**config.mk**
```make
export PLATFORM = sky130hd
export DESIGN_NAME = dht_read_scheduler_flat
export DESIGN_NICKNAME = d
export VERILOG_FILES = /design/src/rtl/dht_read_scheduler_pkg.sv /design/src/rtl/dht_read_scheduler_if.sv /design/src/rtl/dht_read_scheduler_interval_timer.sv /design/src/rtl/dht_read_scheduler.sv /design/src/flat_wrapper.sv
export SDC_FILE = /design/constraint.sdc
export NUM_CORES = 1
export LEC_CHECK = 0
export CORE_MARGIN = 2
export CORE_UTILIZATION = 61
export CTS_CLUSTER_DIAMETER = 150
export DETAILED_ROUTE_END_ITERATION = 16
export PLACE_DENSITY = 0.86
export SLEW_MARGIN = 40
export SYNTH_ARGS = -nofsm -noshare
export SYNTH_HDL_FRONTEND = slang
export SYNTH_SLANG_ARGS = --single-unit
```
**constraint.sdc**
```tcl
create_clock -name clk_50M -period 10.5 [get_ports clk_50M]
set_input_delay 1.575 -clock clk_50M [delete_from_list [all_inputs] [get_ports clk_50M]]
set_output_delay 1.575 -clock clk_50M [all_outputs]
set_load 0.01 [all_outputs]
```
**src/rtl/dht_read_scheduler_pkg.sv**
```systemverilog
// ---------------------------------------------------------------------------
// dht_pkg : state encoding, frame layout and checksum for the DHT scheduler
// Rev 1.0
// ---------------------------------------------------------------------------
`default_nettype none

package dht_pkg;

  typedef logic [2:0] state_t;

  localparam state_t C_ST_IDLE       = 3'd0;
  localparam state_t C_ST_START      = 3'd1;
  localparam state_t C_ST_BUSY       = 3'd2;
  localparam state_t C_ST_CHECK      = 3'd3;
  localparam state_t C_ST_FAIL       = 3'd4;
  localparam state_t C_ST_RETRY_WAIT = 3'd5;
  localparam state_t C_ST_PUBLISH    = 3'd6;

  localparam int unsigned C_FRAME_W    = 40;
  localparam int unsigned C_RH_INT_LSB = 32;
  localparam int unsigned C_RH_DEC_LSB = 24;
  localparam int unsigned C_T_INT_LSB  = 16;
  localparam int unsigned C_T_DEC_LSB  = 8;
  localparam int unsigned C_CSUM_LSB   = 0;

  // 8-bit wrapping sum of the four payload bytes
  function automatic logic [7:0] frame_checksum(input logic [C_FRAME_W-1:0] f);
    logic [7:0] s;
    s = f[C_RH_INT_LSB +: 8];
    s = s + f[C_RH_DEC_LSB +: 8];
    s = s + f[C_T_INT_LSB +: 8];
    s = s + f[C_T_DEC_LSB +: 8];
    return s;
  endfunction

  function automatic logic frame_good(input logic [C_FRAME_W-1:0] f);
    return f[C_CSUM_LSB +: 8] == frame_checksum(f);
  endfunction

endpackage

`default_nettype wire

```
**src/rtl/dht_read_scheduler_if.sv**
```systemverilog
// ---------------------------------------------------------------------------
// dht_read_scheduler_if : client, reader-core and reading-publish signals
// Rev 1.0
// ---------------------------------------------------------------------------
`default_nettype none

interface dht_read_scheduler_if #(
  parameter int unsigned NREQ = 2
);
  logic            auto_en;
  logic [NREQ-1:0] req;
  logic [NREQ-1:0] ack;
  logic            ack_fail;
  logic            rdr_start;
  logic            rdr_abort;
  logic            rdr_done;
  logic [39:0]     rdr_data;
  logic [7:0]      T_integral;
  logic [7:0]      T_decimal;
  logic [7:0]      RH_integral;
  logic [7:0]      RH_decimal;
  logic            data_valid;
  logic            busy;
  logic [7:0]      fail_cnt;

  modport master (
    input  auto_en, req, rdr_done, rdr_data,
    output ack, ack_fail, rdr_start, rdr_abort,
           T_integral, T_decimal, RH_integral, RH_decimal,
           data_valid, busy, fail_cnt
  );

  modport slave (
    output auto_en, req, rdr_done, rdr_data,
    input  ack, ack_fail, rdr_start, rdr_abort,
           T_integral, T_decimal, RH_integral, RH_decimal,
           data_valid, busy, fail_cnt
  );
endinterface

`default_nettype wire

```
**src/rtl/dht_read_scheduler_interval_timer.sv**
```systemverilog
// ---------------------------------------------------------------------------
// dht_interval_timer : saturating inter-read gap counter and auto-poll tick
// Rev 1.0
// ---------------------------------------------------------------------------
`default_nettype none

module dht_interval_timer #(
  parameter int unsigned MIN_GAP_CYC = 100_000_000,
  parameter int unsigned POLL_CYC    = 250_000_000
) (
  input  wire logic clk,
  input  wire logic rst,
  input  wire logic i_gap_clr,
  input  wire logic i_poll_en,
  output logic      o_gap_done,
  output logic      o_poll_tick
);

  localparam int unsigned GAP_W  = (MIN_GAP_CYC > 0) ? $clog2(MIN_GAP_CYC + 1) : 1;
  localparam int unsigned POLL_W = (POLL_CYC > 1) ? $clog2(POLL_CYC) : 1;
  localparam logic [GAP_W-1:0]  C_GAP_MAX  = GAP_W'(MIN_GAP_CYC);
  localparam logic [POLL_W-1:0] C_POLL_MAX = POLL_W'(POLL_CYC - 1);

  logic [GAP_W-1:0]  r_gap_cnt;
  logic [POLL_W-1:0] r_poll_cnt;
  logic              w_poll_wrap;

  always_ff @(posedge clk or posedge rst) begin
    if (rst) begin
      r_gap_cnt <= '0;
    end else if (i_gap_clr) begin
      r_gap_cnt <= '0;
    end else if (r_gap_cnt != C_GAP_MAX) begin
      r_gap_cnt <= r_gap_cnt + GAP_W'(1);
    end
  end

  assign w_poll_wrap = (r_poll_cnt == C_POLL_MAX);

  // Counter parks at zero while polling is disabled so a re-enable starts a full period
  always_ff @(posedge clk or posedge rst) begin
    if (rst) begin
      r_poll_cnt <= '0;
    end else if (!i_poll_en || w_poll_wrap) begin
      r_poll_cnt <= '0;
    end else begin
      r_poll_cnt <= r_poll_cnt + POLL_W'(1);
    end
  end

  assign o_gap_done  = (r_gap_cnt == C_GAP_MAX);
  assign o_poll_tick = i_poll_en && w_poll_wrap;

endmodule

`default_nettype wire

```
**src/rtl/dht_read_scheduler.sv**
```systemverilog
// ---------------------------------------------------------------------------
// dht_read_scheduler : start/watchdog/retry sequencer for a DHT reader core
// Rev 1.0
// ---------------------------------------------------------------------------
`default_nettype none

module dht_read_scheduler
  import dht_pkg::*;
#(
  parameter int unsigned NREQ        = 2,
  parameter int unsigned MIN_GAP_CYC = 100_000_000,
  parameter int unsigned TIMEOUT_CYC = 1_500_000,
  parameter int unsigned POLL_CYC    = 250_000_000,
  parameter int unsigned MAX_RETRY   = 3
) (
  input  wire logic              clk_50M,
  input  wire logic              reset,
  dht_read_scheduler_if.master   bus
);

  localparam int unsigned WD_W    = (TIMEOUT_CYC > 1) ? $clog2(TIMEOUT_CYC) : 1;
  localparam int unsigned RETRY_W = (MAX_RETRY > 0) ? $clog2(MAX_RETRY + 1) : 1;
  localparam logic [WD_W-1:0]    C_WD_MAX    = WD_W'(TIMEOUT_CYC - 1);
  localparam logic [RETRY_W-1:0] C_RETRY_MAX = RETRY_W'(MAX_RETRY);

  state_t               r_state;
  logic [NREQ-1:0]      r_serve_mask;
  logic                 r_poll_pend;
  logic [RETRY_W-1:0]   r_retry;
  logic [WD_W-1:0]      r_wd_cnt;
  logic [C_FRAME_W-1:0] r_frame;
  logic                 r_rdr_start;
  logic                 r_rdr_abort;
  logic [NREQ-1:0]      r_ack;
  logic                 r_ack_fail;
  logic [7:0]           r_t_int;
  logic [7:0]           r_t_dec;
  logic [7:0]           r_rh_int;
  logic [7:0]           r_rh_dec;
  logic                 r_data_valid;
  logic [7:0]           r_fail_cnt;

  logic w_gap_done;
  logic w_poll_tick;
  logic w_gap_clr;
  logic w_leave_idle;

  assign w_gap_clr    = (r_state == C_ST_FAIL) || (r_state == C_ST_PUBLISH);
  assign w_leave_idle = (r_state == C_ST_IDLE) && ((|bus.req) || r_poll_pend) && w_gap_done;

  dht_interval_timer #(
    .MIN_GAP_CYC (MIN_GAP_CYC),
    .POLL_CYC    (POLL_CYC)
  ) u_timer (
    .clk         (clk_50M),
    .rst         (reset),
    .i_gap_clr   (w_gap_clr),
    .i_poll_en   (bus.auto_en),
    .o_gap_done  (w_gap_done),
    .o_poll_tick (w_poll_tick)
  );

  // A tick landing on the same edge as the snapshot belongs to the next period
  always_ff @(posedge clk_50M or posedge reset) begin
    if (reset) begin
      r_poll_pend <= 1'b0;
    end else if (w_poll_tick) begin
      r_poll_pend <= 1'b1;
    end else if (w_leave_idle) begin
      r_poll_pend <= 1'b0;
    end
  end

  always_ff @(posedge clk_50M or posedge reset) begin
    if (reset) begin
      r_state      <= C_ST_IDLE;
      r_serve_mask <= '0;
      r_retry      <= '0;
      r_wd_cnt     <= '0;
      r_frame      <= '0;
      r_rdr_start  <= 1'b0;
      r_rdr_abort  <= 1'b0;
      r_ack        <= '0;
      r_ack_fail   <= 1'b0;
      r_t_int      <= '0;
      r_t_dec      <= '0;
      r_rh_int     <= '0;
      r_rh_dec     <= '0;
      r_data_valid <= 1'b0;
      r_fail_cnt   <= '0;
    end else begin
      r_rdr_start <= 1'b0;
      r_rdr_abort <= 1'b0;
      r_ack       <= '0;
      r_ack_fail  <= 1'b0;
      case (r_state)
        C_ST_IDLE: begin
          if (w_leave_idle) begin
            r_serve_mask <= bus.req;
            r_retry      <= '0;
            r_rdr_start  <= 1'b1;
            r_state      <= C_ST_START;
          end
        end
        C_ST_START: begin
          r_wd_cnt <= '0;
          r_state  <= C_ST_BUSY;
        end
        C_ST_BUSY: begin
          if (bus.rdr_done) begin
            r_frame <= bus.rdr_data;
            r_state <= C_ST_CHECK;
          end else if (r_wd_cnt == C_WD_MAX) begin
            r_rdr_abort <= 1'b1;
            r_state     <= C_ST_FAIL;
          end else begin
            r_wd_cnt <= r_wd_cnt + WD_W'(1);
          end
        end
        // Outputs and ack move together on the edge into PUBLISH
        C_ST_CHECK: begin
          if (frame_good(r_frame)) begin
            r_rh_int     <= r_frame[C_RH_INT_LSB +: 8];
            r_rh_dec     <= r_frame[C_RH_DEC_LSB +: 8];
            r_t_int      <= r_frame[C_T_INT_LSB +: 8];
            r_t_dec      <= r_frame[C_T_DEC_LSB +: 8];
            r_data_valid <= 1'b1;
            r_ack        <= r_serve_mask;
            r_state      <= C_ST_PUBLISH;
          end else begin
            r_state <= C_ST_FAIL;
          end
        end
        C_ST_FAIL: begin
          if (r_fail_cnt != 8'hFF) begin
            r_fail_cnt <= r_fail_cnt + 8'd1;
          end
          if (r_retry < C_RETRY_MAX) begin
            r_retry <= r_retry + RETRY_W'(1);
            r_state <= C_ST_RETRY_WAIT;
          end else begin
            r_ack      <= r_serve_mask;
            r_ack_fail <= 1'b1;
            r_state    <= C_ST_PUBLISH;
          end
        end
        C_ST_RETRY_WAIT: begin
          if (w_gap_done) begin
            r_rdr_start <= 1'b1;
            r_state     <= C_ST_START;
          end
        end
        C_ST_PUBLISH: begin
          r_state <= C_ST_IDLE;
        end
        default: begin
          r_state <= C_ST_IDLE;
        end
      endcase
    end
  end

  assign bus.ack         = r_ack;
  assign bus.ack_fail    = r_ack_fail;
  assign bus.rdr_start   = r_rdr_start;
  assign bus.rdr_abort   = r_rdr_abort;
  assign bus.T_integral  = r_t_int;
  assign bus.T_decimal   = r_t_dec;
  assign bus.RH_integral = r_rh_int;
  assign bus.RH_decimal  = r_rh_dec;
  assign bus.data_valid  = r_data_valid;
  assign bus.busy        = (r_state != C_ST_IDLE);
  assign bus.fail_cnt    = r_fail_cnt;

endmodule

`default_nettype wire

```
**src/flat_wrapper.sv**
```systemverilog
// flat-port wrapper written by rule: the top's interface ports become plain ports
module dht_read_scheduler_flat import dht_pkg::*;
#(
  parameter int unsigned NREQ        = 2,
  parameter int unsigned MIN_GAP_CYC = 100_000_000,
  parameter int unsigned TIMEOUT_CYC = 1_500_000,
  parameter int unsigned POLL_CYC    = 250_000_000,
  parameter int unsigned MAX_RETRY   = 3
)
  (clk_50M, reset, bus_auto_en, bus_req, bus_rdr_done, bus_rdr_data, bus_ack, bus_ack_fail, bus_rdr_start, bus_rdr_abort, bus_T_integral, bus_T_decimal, bus_RH_integral, bus_RH_decimal, bus_data_valid, bus_busy, bus_fail_cnt);
  dht_read_scheduler_if #(.NREQ(NREQ)) bus_i ();
  input  wire logic clk_50M;
  input  wire logic reset;
  input wire logic [$bits(bus_i.auto_en)-1:0] bus_auto_en;
  input wire logic [$bits(bus_i.req)-1:0] bus_req;
  input wire logic [$bits(bus_i.rdr_done)-1:0] bus_rdr_done;
  input wire logic [$bits(bus_i.rdr_data)-1:0] bus_rdr_data;
  output wire logic [$bits(bus_i.ack)-1:0] bus_ack;
  output wire logic [$bits(bus_i.ack_fail)-1:0] bus_ack_fail;
  output wire logic [$bits(bus_i.rdr_start)-1:0] bus_rdr_start;
  output wire logic [$bits(bus_i.rdr_abort)-1:0] bus_rdr_abort;
  output wire logic [$bits(bus_i.T_integral)-1:0] bus_T_integral;
  output wire logic [$bits(bus_i.T_decimal)-1:0] bus_T_decimal;
  output wire logic [$bits(bus_i.RH_integral)-1:0] bus_RH_integral;
  output wire logic [$bits(bus_i.RH_decimal)-1:0] bus_RH_decimal;
  output wire logic [$bits(bus_i.data_valid)-1:0] bus_data_valid;
  output wire logic [$bits(bus_i.busy)-1:0] bus_busy;
  output wire logic [$bits(bus_i.fail_cnt)-1:0] bus_fail_cnt;
  assign bus_i.auto_en = bus_auto_en;
  assign bus_i.req = bus_req;
  assign bus_i.rdr_done = bus_rdr_done;
  assign bus_i.rdr_data = bus_rdr_data;
  assign bus_ack = bus_i.ack;
  assign bus_ack_fail = bus_i.ack_fail;
  assign bus_rdr_start = bus_i.rdr_start;
  assign bus_rdr_abort = bus_i.rdr_abort;
  assign bus_T_integral = bus_i.T_integral;
  assign bus_T_decimal = bus_i.T_decimal;
  assign bus_RH_integral = bus_i.RH_integral;
  assign bus_RH_decimal = bus_i.RH_decimal;
  assign bus_data_valid = bus_i.data_valid;
  assign bus_busy = bus_i.busy;
  assign bus_fail_cnt = bus_i.fail_cnt;
  dht_read_scheduler #(.NREQ(NREQ), .MIN_GAP_CYC(MIN_GAP_CYC), .TIMEOUT_CYC(TIMEOUT_CYC), .POLL_CYC(POLL_CYC), .MAX_RETRY(MAX_RETRY)) u_core (.clk_50M(clk_50M), .reset(reset), .bus(bus_i));
endmodule
```
==> metrics, run 1 <==
layout cells sized above 1 14.1%; area leader, netlist dfrtp_1; # IOs 93; critical path class flop to flop; total negative slack 0 ps; Fin Clk Skew ~11 ps; CTS H-tree depth 4; die width 120 µm; Tmin final 4780 ps; metal1 wirelength 7660 µm; post-synthesis register bit count 170; ANT cells 0; Chip Height 120 µm; CP Launch Type flop; Post-synth EDFFs 0; Rel. slew slack 48.8%; CP required 10810 ps; max-slew violation count 0; fin nets 887; drt pass-1 iters 4; CTS Buf Count 17; Comb pwr share ~47%; switching power 1170 µW; Syn Area/Cell around 11 µm²; sequential share of the synthesized area 52.1%; critical path endpoint category flop; Residual DRC 0; routed len/inst around 18 µm; peak fanout along the critical path 20; ys flop type dfrtp_1; final wirelength 17800 µm; Yosys warning total 0; Tightest Pin Transition 767 ps; row count 42; post-DP HPWL 11900 µm; RSZ-0062 raised after global routing false; CTS tree yes; clock network fraction of design power around 20%; CTS clk-pin slew, worst paths ~70 ps; class of the worst hold path flop to flop; post-CTS resize count 0; initial antenna violation count 0; CP arrival between 5000 and 6000 ps; clk buf depth 2; core area 0.0131 mm²; final hold violation count 0; number of vias in the routed layout 5755; top-area cell type share of the netlist area 52.1%; latest clock arrival within the worst-skew pair 440 ps; Net Count, Synth 794; GRT overflow 0; DR iter-0 viols 399; # setup viols final 0; fillcell total ~810; f_max roughly 210 MHz; Sink Count 170; port bufs 92; Routed Antenna Nets 0; Synth Instances 721; placer congestion estimate just under 0.9; Int Power 1850 µW; first-pass GRT wire length 29900 µm; Layout area overhead 20.4%; Peak VDD IR 0.000174 V; crit share post-route a little under half; Synth cell types 50; pin count of the biggest net entering global routing 87; pwr dens 307 mW/mm²; Max-cap violations 0; utilization after layout 74.9%; highest routed layer met4; Starting Density 62.2%; share of synthesized registers carrying an async set or reset 100%; GRT Total Usage between 20% and 30%; Area contributors post-synth dfrtp_1 52%, mux2_2 9.0%, xnor2_1 5.0%, xor2_1 4.5%, nor2_1 4.0%; most common cell after layout, fill and taps aside dfrtp_1; CTS root buf clkbuf_16; most frequent cells in the layout 170 x dfrtp_1, 92 x clkdlybuf4s50_1, 87 x nor2_1; switching share of power slightly below 40%; metal2 WL between 9000 and 10000 µm; # Post-CTS Setup Buffers 0; Die ar. about 0.014 mm²; number of vias per cell 5.74; DP Area 0.00925 mm²; P_leak 0.00428 µW; final design area excluding fillers 0.00984 mm²; vias in the first global route 6092; DR WL met3 628 µm; status finished, final reports clean; Seq pwr share 33.3%; Mapped Area ~0.0082 mm²; hold buffers post-CTS 0
## synth_stat cells (4+ instances only)
library cell / number
clkbuf_1: 14
xor2_1: 42
xnor2_1: 47
o21ai_0: 16
nand2_1: 40
a21oi_1: 14
mux2_1: 4
and4_1: 5
a21o_1: 4
a211oi_1: 8
nor4b_1: 6
and3_1: 16
fa_1: 14
or2_2: 4
or3_1: 8
nand4_1: 20
nor2_1: 87
nor4_1: 12
mux2_2: 65
nor3_1: 9
ha_1: 13
nand3_1: 32
dfrtp_1: 170
inv_1: 27
## through the flow
stage               hold slack [ps]  setup slack, ps  total power (µW)  instances
finish                          482             5720              3020       1003
floorplan                       451             4320              2000        721
detailed placement              470             5900              2370        971
global route                    512             5520              3220       1003
global placement                459             5740              2280        970
CTS                             485             5750              3030       1003
## final cells by class
cell class	count	area [µm²]	area share, %
inverters	27	109	1.11
flip-flops and latches	170	4250	43.2
repair buffers	97	968	9.84
clock buffers	17	425	4.32
clock inverters	15	139	1.41
multi-input cells	501	3730	37.9
well taps	176	220	2.24
## power groups by stage
stage / clock network (µW) / logic [µW] / registers, µW
floorplan: 0 / 1020 / 978
global placement: 0 / 1280 / 994
detailed placement: 0 / 1360 / 1010
CTS: 613 / 1410 / 1000
global route: 637 / 1550 / 1030
finish: 605 / 1410 / 1000
## state kept, by name (all words and copies together), names as in the netlist, 2 cells and up
name / flops
u_core.r_state: 3
u_core.u_timer.r_gap_cnt: 27
u_core.bus.ack: 2
u_core.bus.fail_cnt: 8
u_core.r_retry: 2
u_core.r_frame: 40
u_core.bus.T_decimal: 8
u_core.bus.RH_integral: 8
u_core.r_wd_cnt: 21
u_core.u_timer.r_poll_cnt: 28
u_core.bus.T_integral: 8
u_core.r_serve_mask: 2
u_core.bus.RH_decimal: 8
## worst max-delay path, cell delays in order (launching register included)
cell and delay (ps):
dfrtp_1 410, fa_1 570, inv_1 70, fa_1 510, inv_1 40, ha_1 220, fa_1 450, xor2_1 160
nor4_1 360, and3_1 240, nand3_1 130, a2111oi_4 700, buf_4 400, mux2_2 380
## cells by family (layout without fill, tap and decap cells)
kind of cell / count (synthesis) / count (layout) / synth area share (%)
multiplexers: 71 / 71 / 9.75
AO/OA/AOI/OAI: 55 / 55 / 4.47
flip-flops: 170 / 170 / 52.1
buffers and inverters: 50 / 156 / 2.66
adder cells (fa/ha/maj): 27 / 27 / 5.42
AND/OR/NAND/NOR: 258 / 258 / 15.9
XOR/XNOR: 90 / 90 / 9.74
## worst paths after layout
kind | start | end | slack, ps | cells past startpoint
max reg2reg | u_core.r_frame[9] | u_core.bus.RH_decimal[5] | 5720 | 13
min | u_core.r_poll_pend | u_core.r_poll_pend | 480 | 2
max | u_core.r_frame[9] | u_core.bus.RH_decimal[5] | 5720 | 13
max in group asynchronous | reset | u_core.r_wd_cnt[1] | 7710 | 3
min in group asynchronous | reset | u_core.u_timer.r_poll_cnt[12] | 1620 | 2
min reg2reg | u_core.r_poll_pend | u_core.r_poll_pend | 480 | 2
## layer usage
layer | track usage (%) | vias up
li1 | - | 2680
met1 | 34.1 | 2900
met2 | 44.8 | 139
met3 | 5.04 | 36
met4 | 11.3 | 0
met5 | 0 | -
No activity file was read; power rests on OpenSTA's default activity.
==> run 2, diff against run 1 <==
- CORE_UTILIZATION: 61 -> 56
- PLACE_DENSITY: 0.86 -> 0.8
- clock period: 10.5 -> 4.9 ns (I/O delays scaled with it)
==> run 2 against run 1 <==
Non-clock buffer count grew 1. Combinational power grew 110%. Clock skew shrank 3.6 ps. Hold slack lost 1.5 ps. First-iteration DRC count shrank 7.5%. Fmax grew 14%. Critical path type unchanged. Critical endpoint is now u_core.bus.RH_decimal[7]. Largest cell class unchanged. Largest power group unchanged.
==> metrics, run 2 (synthesized netlist as in run 1, its figures left out) <==
Largest regs u_core.r_frame (40), u_core.u_timer.r_poll_cnt (28), u_core.u_timer.r_gap_cnt (27) (unchanged); ANT cells 0 (unchanged); Most flops, register u_core.r_frame (unchanged); Sink Count 170 (unchanged); Max-cap violations 0 (unchanged); f_max 239 MHz (was 209 MHz); Tightest Pin Transition 846 ps (was 767 ps); Hold Path Stages 1 (was 2); P_leak 0.00430 µW (was 0.00428 µW); reg2reg path depth 13 (unchanged); # IOs 93 (unchanged); CP required 5210 ps (was 10810 ps); crit share post-route 85.4% (was 45.6%); min-delay src u_core.bus.data_valid (was u_core.r_poll_pend); row count 44 (was 42); class of the worst hold path flop to flop (unchanged); metal2 WL 8460 µm (was 9050 µm); # Post-CTS Setup Buffers 0 (unchanged); critical path endpoint category flop (unchanged); max-slew violation count 0 (unchanged); RR Endpoint u_core.bus.RH_decimal[7] (was u_core.bus.RH_decimal[5]); post-DP HPWL 11800 µm (was 11900 µm); layout cells sized above 1 13.5% (was 14.1%); number of vias per cell 5.65 (was 5.74); Die ar. 0.0156 mm² (was 0.0143 mm²); routed len/inst 17.0 µm (was 17.7 µm); core area 0.0144 mm² (was 0.0131 mm²); Layout area overhead 21.0% (was 20.4%); total negative slack 0 ps (unchanged); CP Launch Type flop (unchanged); placer congestion estimate 0.860 (was 0.873); status finished, final reports clean (unchanged); pin count of the biggest net entering global routing 103 (was 87); port bufs 92 (unchanged); Residual DRC 0 (unchanged); metal1 wirelength 7660 µm (about the same); first-pass GRT wire length 29000 µm (was 29900 µm); CTS H-tree depth 4 (unchanged); flip-flop count of the largest register after layout 40 (unchanged); clk buf depth 2 (unchanged); CP arrival 4500 ps (was 5100 ps); post-route setup slack 713 ps (was 5720 ps); fin nets 888 (was 887); final wirelength 17200 µm (was 17800 µm); hold slack 480 ps (was 482 ps); FF-to-FF Start u_core.r_frame[9] (unchanged); Starting Density 56.9% (was 62.2%); most frequent cells in the layout 170 x dfrtp_1, 92 x clkdlybuf4s50_1, 87 x nor2_1 (unchanged); Peak VDD IR 0.000376 V (was 0.000174 V); latest clock arrival within the worst-skew pair 430 ps (was 440 ps); critical path class flop to flop (unchanged); RSZ-0062 raised after global routing false (unchanged); CTS root buf clkbuf_16 (unchanged); Hold Path End u_core.bus.data_valid (was u_core.r_poll_pend); initial antenna violation count 0 (unchanged); vias in the first global route 5855 (was 6092); Tmin final 4190 ps (was 4780 ps); DP Area 0.00927 mm² (was 0.00925 mm²); Fin Clk Skew 7.49 ps (was 11.1 ps); number of vias in the routed layout 5713 (was 5755); setup slack, reg-to-reg 710 ps (was 5720 ps); final design area excluding fillers 0.00989 mm² (was 0.00984 mm²); DP Worst Slack 753 ps (was 5900 ps); Rel. slew slack 42.8% (was 48.8%); pwr dens 650 mW/mm² (was 307 mW/mm²); post-CTS resize count 0 (unchanged); GRT overflow 0 (unchanged); CTS Buf Count 17 (unchanged); most common cell after layout, fill and taps aside dfrtp_1 (unchanged); # setup viols final 0 (unchanged); peak fanout along the critical path 22 (was 20); GRT Total Usage 23.2% (was 26.7%); Routed Antenna Nets 0 (unchanged); CTS tree yes (unchanged); CTS clk-pin slew, worst paths 60 ps (was 70 ps); drt pass-1 iters 5 (was 4); die width 125 µm (was 120 µm); DR iter-0 viols 369 (was 399); DR WL met3 814 µm (was 628 µm); hold buffers post-CTS 0 (unchanged); Chip Height 125 µm (was 120 µm); utilization after layout 68.8% (was 74.9%); highest routed layer met4 (unchanged); final hold violation count 0 (unchanged); fillcell total 979 (was 811)
==> run 2: cell types whose count changed in the layout (fill, tap and decap cells not counted), moves of 2 or more <==
cell       before  now
bufinv_16       1    3
clkinv_4        2    0
buf_12          0    2
inv_6           7    0
clkbuf_1        0    5
==> run 2: routing by layer <==
| metal | track usage [%] | vias up |
|---|---|---|
| li1 | - | 2677 |
| met1 | 30.6 | 2864 |
| met2 | 37.5 | 146 |
| met3 | 6.53 | 26 |
| met4 | 7.20 | 0 |
| met5 | 0 | - |
==> run 2: cell type report <==
class                      count  area [µm²]  share of cell area [%]
timing repair buffer          98         991                    10.0
sequential                   170        4250                    43.0
inverter                      27         105                    1.06
clock inverter                 8         118                    1.19
tap                          184         230                    2.33
multi-input combinational    501        3720                    37.6
clock buffer                  24         472                    4.77
==> run 2: stage by stage <==
stage | total power [µW] | instances
2_1_floorplan | 4280 | 721
3_3_place_gp | 4900 | 979
3_5_place_dp | 5050 | 979
4_1_cts | 6450 | 1011
5_1_grt | 6870 | 1012
6_report | 6430 | 1012
==> run 2: report_power, final <==
group	switching [µW]	total, µW	internal, µW
clock network	524	1350	825
registers	383	2160	1780
logic	1450	2920	1470
total	2360	6430	4070
==> run 2: worst max-delay path by stage <==
stage	slack, ps	end	start	cells after the start
floorplan	920	u_core.bus.RH_decimal[1]	u_core.r_frame[9]	13
global placement	900	u_core.bus.T_integral[7]	u_core.r_frame[9]	13
detailed placement	750	u_core.bus.RH_decimal[3]	u_core.r_frame[9]	13
CTS	700	u_core.bus.T_decimal[2]	u_core.r_frame[9]	13
global route	510	u_core.bus.T_integral[7]	u_core.r_frame[9]	13
finish	710	u_core.bus.RH_decimal[7]	u_core.r_frame[9]	13
==> run 2: critical path, stage by stage, from the launching register on <==
cell	delay, ps
dfrtp_1	410
fa_1	550
inv_1	50
fa_1	500
inv_1	40
ha_1	220
fa_1	450
xor2_1	150
nor4_1	280
and3_1	220
nand3_1	120
a2111oi_4	310
buf_4	370
mux2_2	380
